[config.mk]
export PLATFORM = sky130hd
export DESIGN_NAME = mux_nx1_stream_flat
export DESIGN_NICKNAME = d
export VERILOG_FILES = /design/src/rtl/mux_nx1_stream_pkg.sv /design/src/rtl/mux_nx1_stream_if.sv /design/src/rtl/mux_nx1_stream_next_ch.sv /design/src/rtl/mux_nx1_stream.sv /design/src/flat_wrapper.sv
export SDC_FILE = /design/constraint.sdc
export NUM_CORES = 1
export LEC_CHECK = 0
export CELL_PAD_IN_SITES_DETAIL_PLACEMENT = 2
export CELL_PAD_IN_SITES_GLOBAL_PLACEMENT = 2
export CORE_MARGIN = 1.5
export CORE_UTILIZATION = 22
export CTS_CLUSTER_SIZE = 8
export DETAILED_ROUTE_END_ITERATION = 8
export PLACE_DENSITY_LB_ADDON = 0.3
export SYNTH_ARGS = -nofsm -noshare
export SYNTH_HDL_FRONTEND = slang
export SYNTH_SLANG_ARGS = --single-unit
export TNS_END_PERCENT = 100
[constraint.sdc]
create_clock -name clk -period 4.9 [get_ports clk]
set_input_delay 0.735 -clock clk [delete_from_list [all_inputs] [get_ports clk]]
set_output_delay 0.735 -clock clk [all_outputs]
set_load 0.02 [all_outputs]
[src/rtl/mux_nx1_stream_pkg.sv]
// mux_pkg: shared types and constants for the mux_nx1_stream slice.
//   state_t     : controller state (IDLE, DIRECT, SCAN)
//   MODE_DIRECT : value of `mode` selecting external-select capture
//   MODE_SCAN   : value of `mode` selecting round-robin capture
package mux_pkg;

  typedef enum logic [1:0] {
    IDLE   = 2'd0,
    DIRECT = 2'd1,
    SCAN   = 2'd2
  } state_t;

  localparam logic MODE_DIRECT = 1'b0;
  localparam logic MODE_SCAN   = 1'b1;

endpackage

[src/rtl/mux_nx1_stream_if.sv]
// mux_nx1_stream_if: sample-source / consumer bundle for mux_nx1_stream.
//   d[N*W]    : packed channel data, channel k at d[k*W +: W]
//   sel[SW]   : direct-mode channel select
//   mode      : 0 = direct, 1 = scan
//   en        : capture enable
//   y[W]      : registered output sample
//   ch[SW]    : channel index of y
//   y_valid   : y/ch holds an unconsumed sample
//   y_ready   : consumer accepts the sample
//   chan_en[N]: per-channel scan enable (only with MUX_SCAN_MASK_EN)
// modport slave  = the mux; modport master = the driver/consumer side.
interface mux_nx1_stream_if #(
  parameter int N  = 4,
  parameter int W  = 8,
  parameter int SW = $clog2(N)
);
  logic [N*W-1:0] d;
  logic [SW-1:0]  sel;
  logic           mode;
  logic           en;
  logic [W-1:0]   y;
  logic [SW-1:0]  ch;
  logic           y_valid;
  logic           y_ready;
`ifdef MUX_SCAN_MASK_EN
  logic [N-1:0]   chan_en;

  modport slave  (input  d, sel, mode, en, y_ready, chan_en,
                  output y, ch, y_valid);
  modport master (output d, sel, mode, en, y_ready, chan_en,
                  input  y, ch, y_valid);
`else
  modport slave  (input  d, sel, mode, en, y_ready,
                  output y, ch, y_valid);
  modport master (output d, sel, mode, en, y_ready,
                  input  y, ch, y_valid);
`endif
endinterface

[src/rtl/mux_nx1_stream_next_ch.sv]
// mux_next_ch: combinational rotate-priority finder.
//   i_ptr[SW] : search start index
//   i_mask[N] : channel enable mask
//   o_idx[SW] : first enabled channel at or after i_ptr, wrapping
//   o_any     : at least one channel enabled
// Only compiled when MUX_SCAN_MASK_EN is defined; otherwise the scan
// pointer in mux_nx1_stream is a plain wrap counter.
`ifdef MUX_SCAN_MASK_EN
module mux_next_ch #(
  parameter int N  = 4,
  parameter int SW = $clog2(N)
) (
  input  logic [SW-1:0] i_ptr,
  input  logic [N-1:0]  i_mask,
  output logic [SW-1:0] o_idx,
  output logic          o_any
);
  always_comb begin
    int unsigned w_j;
    logic        w_found;
    o_idx   = i_ptr;
    o_any   = |i_mask;
    w_found = 1'b0;
    for (int unsigned i = 0; i < N; i++) begin
      w_j = int'(i_ptr) + i;
      if (w_j >= N) w_j = w_j - N;
      if (!w_found && i_mask[w_j]) begin
        o_idx   = SW'(w_j);
        w_found = 1'b1;
      end
    end
  end
endmodule
`endif

[src/rtl/mux_nx1_stream.sv]
// mux_nx1_stream: N-channel, W-bit registered multiplexer with a
// valid/ready output and two selection modes (direct / round-robin scan).
//   clk  : rising-edge clock
//   rst  : synchronous active-high reset
//   bus  : mux_nx1_stream_if.slave (d, sel, mode, en, y_ready in;
//          y, ch, y_valid out; chan_en in with MUX_SCAN_MASK_EN)
// Optional feature macro: MUX_SCAN_MASK_EN (per-channel scan enable).
module mux_nx1_stream
  import mux_pkg::*;
#(
  parameter int N  = 4,
  parameter int W  = 8,
  parameter int SW = $clog2(N)
) (
  input  logic            clk,
  input  logic            rst,
  mux_nx1_stream_if.slave bus
);

  state_t        r_state;
  logic [SW-1:0] r_ptr;
  logic [W-1:0]  r_y;
  logic [SW-1:0] r_ch;
  logic          r_valid;

  state_t        w_next_state;
  logic          w_slot_free;
  logic          w_cap;
  logic [SW-1:0] w_scan_ch;
  logic [SW-1:0] w_cap_ch;
  logic [W-1:0]  w_cap_data;
  logic [SW-1:0] w_ptr_inc;
  logic          w_any;
  logic          w_sel_ok;

  // The state register tracks en/mode with one cycle of lag; captures
  // are decided by the registered state, so entry costs one cycle.
  always_comb begin
    w_next_state = IDLE;
    if (bus.en) w_next_state = (bus.mode == MODE_SCAN) ? SCAN : DIRECT;
  end

`ifdef MUX_SCAN_MASK_EN
  // r_ptr is the search start; the captured channel is the first enabled
  // one at or after it. Clearing r_ptr on entry therefore yields the
  // lowest enabled channel, and ptr <- captured+1 yields "next after".
  mux_next_ch #(
    .N (N),
    .SW(SW)
  ) u_next_ch (
    .i_ptr (r_ptr),
    .i_mask(bus.chan_en),
    .o_idx (w_scan_ch),
    .o_any (w_any)
  );

  // Out-of-range selects have no mask bit and still capture zero data.
  always_comb begin
    w_sel_ok = 1'b1;
    for (int unsigned i = 0; i < N; i++)
      if (bus.sel == SW'(i)) w_sel_ok = bus.chan_en[i];
  end
`else
  assign w_scan_ch = r_ptr;
  assign w_any     = 1'b1;
  assign w_sel_ok  = 1'b1;
`endif

  // y_ready feeds capture combinationally so a full slot drains and
  // refills in the same cycle.
  assign w_slot_free = ~r_valid | bus.y_ready;
  assign w_cap_ch    = (r_state == SCAN) ? w_scan_ch : bus.sel;
  assign w_cap       = w_slot_free &
                       (((r_state == DIRECT) & w_sel_ok) |
                        ((r_state == SCAN)   & w_any));
  assign w_ptr_inc   = (w_cap_ch == SW'(N - 1)) ? '0 : w_cap_ch + SW'(1);

  // Unmatched indices (sel >= N) leave the data at zero.
  always_comb begin
    w_cap_data = '0;
    for (int unsigned k = 0; k < N; k++)
      if (w_cap_ch == SW'(k)) w_cap_data = bus.d[k*W +: W];
  end

  always_ff @(posedge clk) begin
    if (rst) begin
      r_state <= IDLE;
      r_ptr   <= '0;
      r_y     <= '0;
      r_ch    <= '0;
      r_valid <= 1'b0;
    end else begin
      r_state <= w_next_state;
      if (w_cap) begin
        r_y     <= w_cap_data;
        r_ch    <= w_cap_ch;
        r_valid <= 1'b1;
      end else if (bus.y_ready) begin
        r_valid <= 1'b0;
      end
      if ((w_next_state == SCAN) && (r_state != SCAN))
        r_ptr <= '0;
      else if (w_cap && (r_state == SCAN))
        r_ptr <= w_ptr_inc;
    end
  end

  assign bus.y       = r_y;
  assign bus.ch      = r_ch;
  assign bus.y_valid = r_valid;

endmodule

[src/flat_wrapper.sv]
// flat-port wrapper written by rule: the top's interface ports become plain ports
module mux_nx1_stream_flat import mux_pkg::*;
#(
  parameter int N  = 4,
  parameter int W  = 8,
  parameter int SW = $clog2(N)
)
  (clk, rst, bus_d, bus_sel, bus_mode, bus_en, bus_y_ready, bus_y, bus_ch, bus_y_valid);
  mux_nx1_stream_if #(.N(N), .W(W), .SW(SW)) bus_i ();
  input  logic clk;
  input  logic rst;
  input wire logic [$bits(bus_i.d)-1:0] bus_d;
  input wire logic [$bits(bus_i.sel)-1:0] bus_sel;
  input wire logic [$bits(bus_i.mode)-1:0] bus_mode;
  input wire logic [$bits(bus_i.en)-1:0] bus_en;
  input wire logic [$bits(bus_i.y_ready)-1:0] bus_y_ready;
  output wire logic [$bits(bus_i.y)-1:0] bus_y;
  output wire logic [$bits(bus_i.ch)-1:0] bus_ch;
  output wire logic [$bits(bus_i.y_valid)-1:0] bus_y_valid;
  assign bus_i.d = bus_d;
  assign bus_i.sel = bus_sel;
  assign bus_i.mode = bus_mode;
  assign bus_i.en = bus_en;
  assign bus_i.y_ready = bus_y_ready;
  assign bus_y = bus_i.y;
  assign bus_ch = bus_i.ch;
  assign bus_y_valid = bus_i.y_valid;
  mux_nx1_stream #(.N(N), .W(W), .SW(SW)) u_core (.clk(clk), .rst(rst), .bus(bus_i));
endmodule
* Word-level counts from Yosys, hierarchy flattened
Cells that the tools add are included. W data, S select, Z words.
Storage, ports and cells: register bits after elaboration 15, word-level logic and storage cells 32, bits of input ports 39
Cells by class: reduce and logical (&&, ||, !) cells 5, mux-type cells 10, $add $sub $neg 1, bitwise gates (word level) 4, equality and inequality tests 7
Operator list (count):
- $mux W8 | 4
- $eq A2 B2 Y1 const B | 4
- $mux W2 | 4
- $eq A2 B1 Y1 const B | 2
- $add A2 B1 Y2 const B | 1
- $logic_and A1 B1 Y1 | 2
- $logic_not A2 Y1 | 1
- $mux W1 | 2
- $ne A2 B2 Y1 const B | 1
- $or A1 B1 Y1 | 2
- $reduce_bool A2 Y1 | 1
- $reduce_or A2 Y1 | 1
- $and A1 B1 Y1 | 1
- $not A1 Y1 | 1

* Depth between registers and ports, before layout
depth after elaboration 7, gate-level depth with buffers 10

* Worst setup path before layout
Ideal clock, no wire load.
path kind input port to flip-flop, from input bus_sel[0], to register u_core.r_y[1] (netlist: u_core.bus.y[1]), stages on the path 8, arrival 2.043 ns, setup time 0.091 ns, path slack 2.766 ns, required time 4.809 ns, cell sequence mux2_2 > inv_1 > ha_1 > buf_4 > buf_6 > a21oi_1 > a221o_1 > a311oi_1
Between the ends: cells in the longest elaborated chain, start to end 6, elaborated cells between the ends (all ways) 9, those cells by class eq/ne: 3; mux: 5; reduce/logical: 1
RTL lines:
- start, declared | line flat_wrapper.sv:13 | input wire logic [$bits(bus_i.sel)-1:0] bus_sel;
- $mux W2 (*) | line mux_nx1_stream.sv:72 | assign w_cap_ch = (r_state == SCAN) ? w_scan_ch : bus.sel;
- $logic_not A2 Y1 | line mux_nx1_stream.sv:82 | if (w_cap_ch == SW'(k)) w_cap_data = bus.d[k*W +: W];
- $mux W8 (3 in a row) | line mux_nx1_stream.sv:82
- $mux W8 (*) | line mux_nx1_stream.sv:82
- end signal, assigned | line mux_nx1_stream.sv:95 | r_y <= w_cap_data;
- end, declared | line mux_nx1_stream.sv:22 | logic [W-1:0] r_y;
Mark *: on every way between the ends. The rest lies on a longest branch, timed or not. A chain may end at the register's enable or synchronous reset.

* Final worst setup path
from input bus_sel[0], to register u_core.r_y[4] (netlist: u_core.bus.y[4])
Between the ends: cells in the longest elaborated chain, start to end 6, elaborated cells between the ends (all ways) 9, those cells by class eq/ne: 3; mux: 5; reduce/logical: 1
RTL lines:
- $mux W2 (*) | line mux_nx1_stream.sv:72
- via u_core.w_cap_ch[0] | line mux_nx1_stream.sv:30 | logic [SW-1:0] w_cap_ch;
- $logic_not A2 Y1 | line mux_nx1_stream.sv:82
- $mux W8 (3 in a row) | line mux_nx1_stream.sv:82
- $mux W8 (*) | line mux_nx1_stream.sv:82
The timed path passes the listed nets; every way through them passes the cells marked *.

==> results.yml <==
cells_and_area:
  drive_gt1_share_pct: 6.54
  layout_commonest_cell: "clkdlybuf4s50_1"
  finish.utilization_pct: 36.1
  layout.nets: 198
  area_delta_synth_final_pct: 55.2
  diodes: 0
  final_cell_mix: "clkdlybuf4s50_1, a21oi_1, dfxtp_1"
critical_path:
  path_class: "in2reg"
  slowest_delay_ps: 520
  worstPathRequired_ps: 5050
  critPathLaunchType: "input port"
  crit_path_end_kind: "register"
  crit_slowest_cell: "ha_1"
  path_max_fanout: 16
  r2r_cells: 8
  reg2reg_slack_ps: 2430
  critPathArrivalTime_ps: 2780
  crit_chain: "clkdlybuf4s50_1 -> mux2_2 -> inv_1 -> ha_1 -> a21oi_1 -> a221o_1 -> a311oi_1"
clocking:
  path_clk_slew_ps: 60
  ctsHoldBuffers: 0
  clockBufferDepth: 2
  numCtsBuffers: 3
  clk-insertion-delay-late_ps: 250
  cts_tree: "yes"
  root_buffer: "clkbuf_8"
  cts.sinks: 15
  postCtsSetupBuffers: 0
  htree_levels: 1
  cts_resized: 0
logic_synthesis:
  synth_ff_type: "dfxtp_1"
  syn_area_um2: 950
  synth_top_family_by_area: "compound AO/OA/AOI/OAI gates"
  synth_edf_count: 0
  synth-seq-cells: 15
  yosysWarningCount: 0
  syn_inst: 108
  synth_area_leaders: "dfxtp_1, a21oi_1, a221o_1"
  synthMuxAreaShare_pct: 2.37
  synth.distinct_cells: 26
  synth_compound_area_share_pct: 30.4
  ys_async_sr_fraction_pct: 0
  ys_seq_area_share_pct: 31.6
  synth-simple-area-share_pct: 15.9
  synth_xor_area_share_pct: 0
  syn_area_per_cell_um2: 8.79
  synth_fa_ha_area_share_pct: 6.59
  syn-num-nets: 152
  synth_top_area_share_pct: 31.6
  synth_top_area_cell: "dfxtp_1"
sta:
  tightest_slew_ps: 639
  layout_min_cycle_time_ps: 2630
  drv_slew: 0
  maxSlewHeadroom_pct: 57.4
  rsz0062_at_grt: "false"
  max_freq_mhz: 381
  setup_ws_ps: 2270
  finalHoldViolCount: 0
  fin_tns_setup_ps: 0
  fin_skew_ps: 1.09
  setup_violations: 0
  holdWs_ps: 530
  min_period_over_period_pct: 53.6
route:
  drtIter0Drc: 47
  routed_via_density: 5.03
  vias: 1021
  ant_nets: 0
  wl_um: 3320
  drt_drc_violations_left: 0
  wl_per_cell_um: 16.3
  drt-pass1-iter-count: 4
flow_run:
  max-cap-violations: 0
power:
  power.share.switching_pct: 29.2
  p_seq_share_pct: 38.5
  p_int_uw: 251
  clkPwrFrac_pct: 28.5
  power.leakage_uw: 0.000552
  total_power_uw: 354
  p_comb_share_pct: 33.0
  max-vdd-ir-drop_uv: 79.5
  switchingPower_uw: 103
  powerDensity_mw_per_mm2: 240
placed_design:
  portBuffers: 49
  routabilityCongestion: 0.735
  preCtsSetupSlack_ps: 1990
  dp_hpwl_um: 2690
die:
  ios: 50
  coreArea_mm2: 0.00409
  dieHeight_um: 68.7
  start_util_pct: 23.2
  dieArea_mm2: 0.00472
  rows: 23
  dieWidth_um: 68.7
global_route:
  grt_max_degree: 18
  overflow: 0
  first_global_vias: 1083
  antenna_found_initial: 0
  grt_usage_pct: 14.8
  grt_pass1_wl_um: 5130
worst_hold_path:
  hold_path.class: "reg2reg"
  hold_path_depth: 2
status:
  status: "completed"
## worst max-delay path: cells and delay by family
family,cells,cell delay [ps]
adder cells (fa/ha/maj),1,520
multiplexers,1,290
AO/OA/AOI/OAI,3,710
buffers and inverters,2,510
## cell type report
class                           instances  area [µm²]
Fill cell                             448        2610
Tap cell                               50        62.6
Clock inverter                          1        5.00
Timing Repair Buffer                   49         490
Multi-Input combinational cell         72         526
Clock buffer                            3        41.3
Inverter                               13        48.8
Sequential cell                        15         300
## power by group through the flow
stage                     registers [µW]  logic, µW  clock network, µW
after CTS                            137        118                102
final                                136        117                101
after detailed placement             139        118                  0
after global routing                 137        127                107
after floorplan                      148       51.7                  0
after global placement               139        113                  0
## metal layers
| metal | track usage [%] | wire, µm | vias up |
|---|---|---|---|
| met5 | 0 | 0 | - |
| met2 | 26.4 | 1680 | 34 |
| met1 | 17.5 | 1450 | 494 |
| met3 | 2.11 | 155 | 5 |
| met4 | 6.62 | 39 | 0 |
| li1 | - | - | 488 |
## final timing paths
kind / startpoint / end
setup / recovery: bus_sel[0] / u_core.bus.y[4]
hold / removal: u_core.bus.ch[0] / u_core.bus.ch[0]
hold reg to reg: u_core.bus.ch[0] / u_core.bus.ch[0]
setup reg to reg: u_core.r_state[0] / u_core.bus.y[4]
## cells by family after synthesis
logic type               count (synthesis)
AO/OA/AOI/OAI                           42
AND/OR/NAND/NOR                         23
buffers and inverters                   21
flip-flops                              15
adder cells (fa/ha/maj)                  5
multiplexers                             2
## registers in the layout, summed over array words and instances (netlist names)
register            flops
u_core.bus.y            8
u_core.bus.y_valid      1
u_core.bus.ch           2
u_core.r_ptr            2
u_core.r_state          2
## Yosys cell counts, types with 2 or more instances
cell / count
ha_1: 5
a221o_1: 8
a211oi_1: 2
o21ai_0: 2
mux2_2: 2
a311oi_1: 8
dfxtp_1: 15
nand3b_1: 7
buf_6: 3
inv_1: 11
buf_4: 3
nand2_1: 8
a21oi_1: 21
## stage by stage
| stage | std cells | area, µm² |
|---|---|---|
| 2_1_floorplan | 108 | 950 |
| 3_3_place_gp | 199 | 1430 |
| 6_report | 203 | 1470 |
| 3_5_place_dp | 199 | 1430 |
| 5_1_grt | 203 | 1470 |
| 4_1_cts | 203 | 1470 |
(Power assumes the default switching activity.)
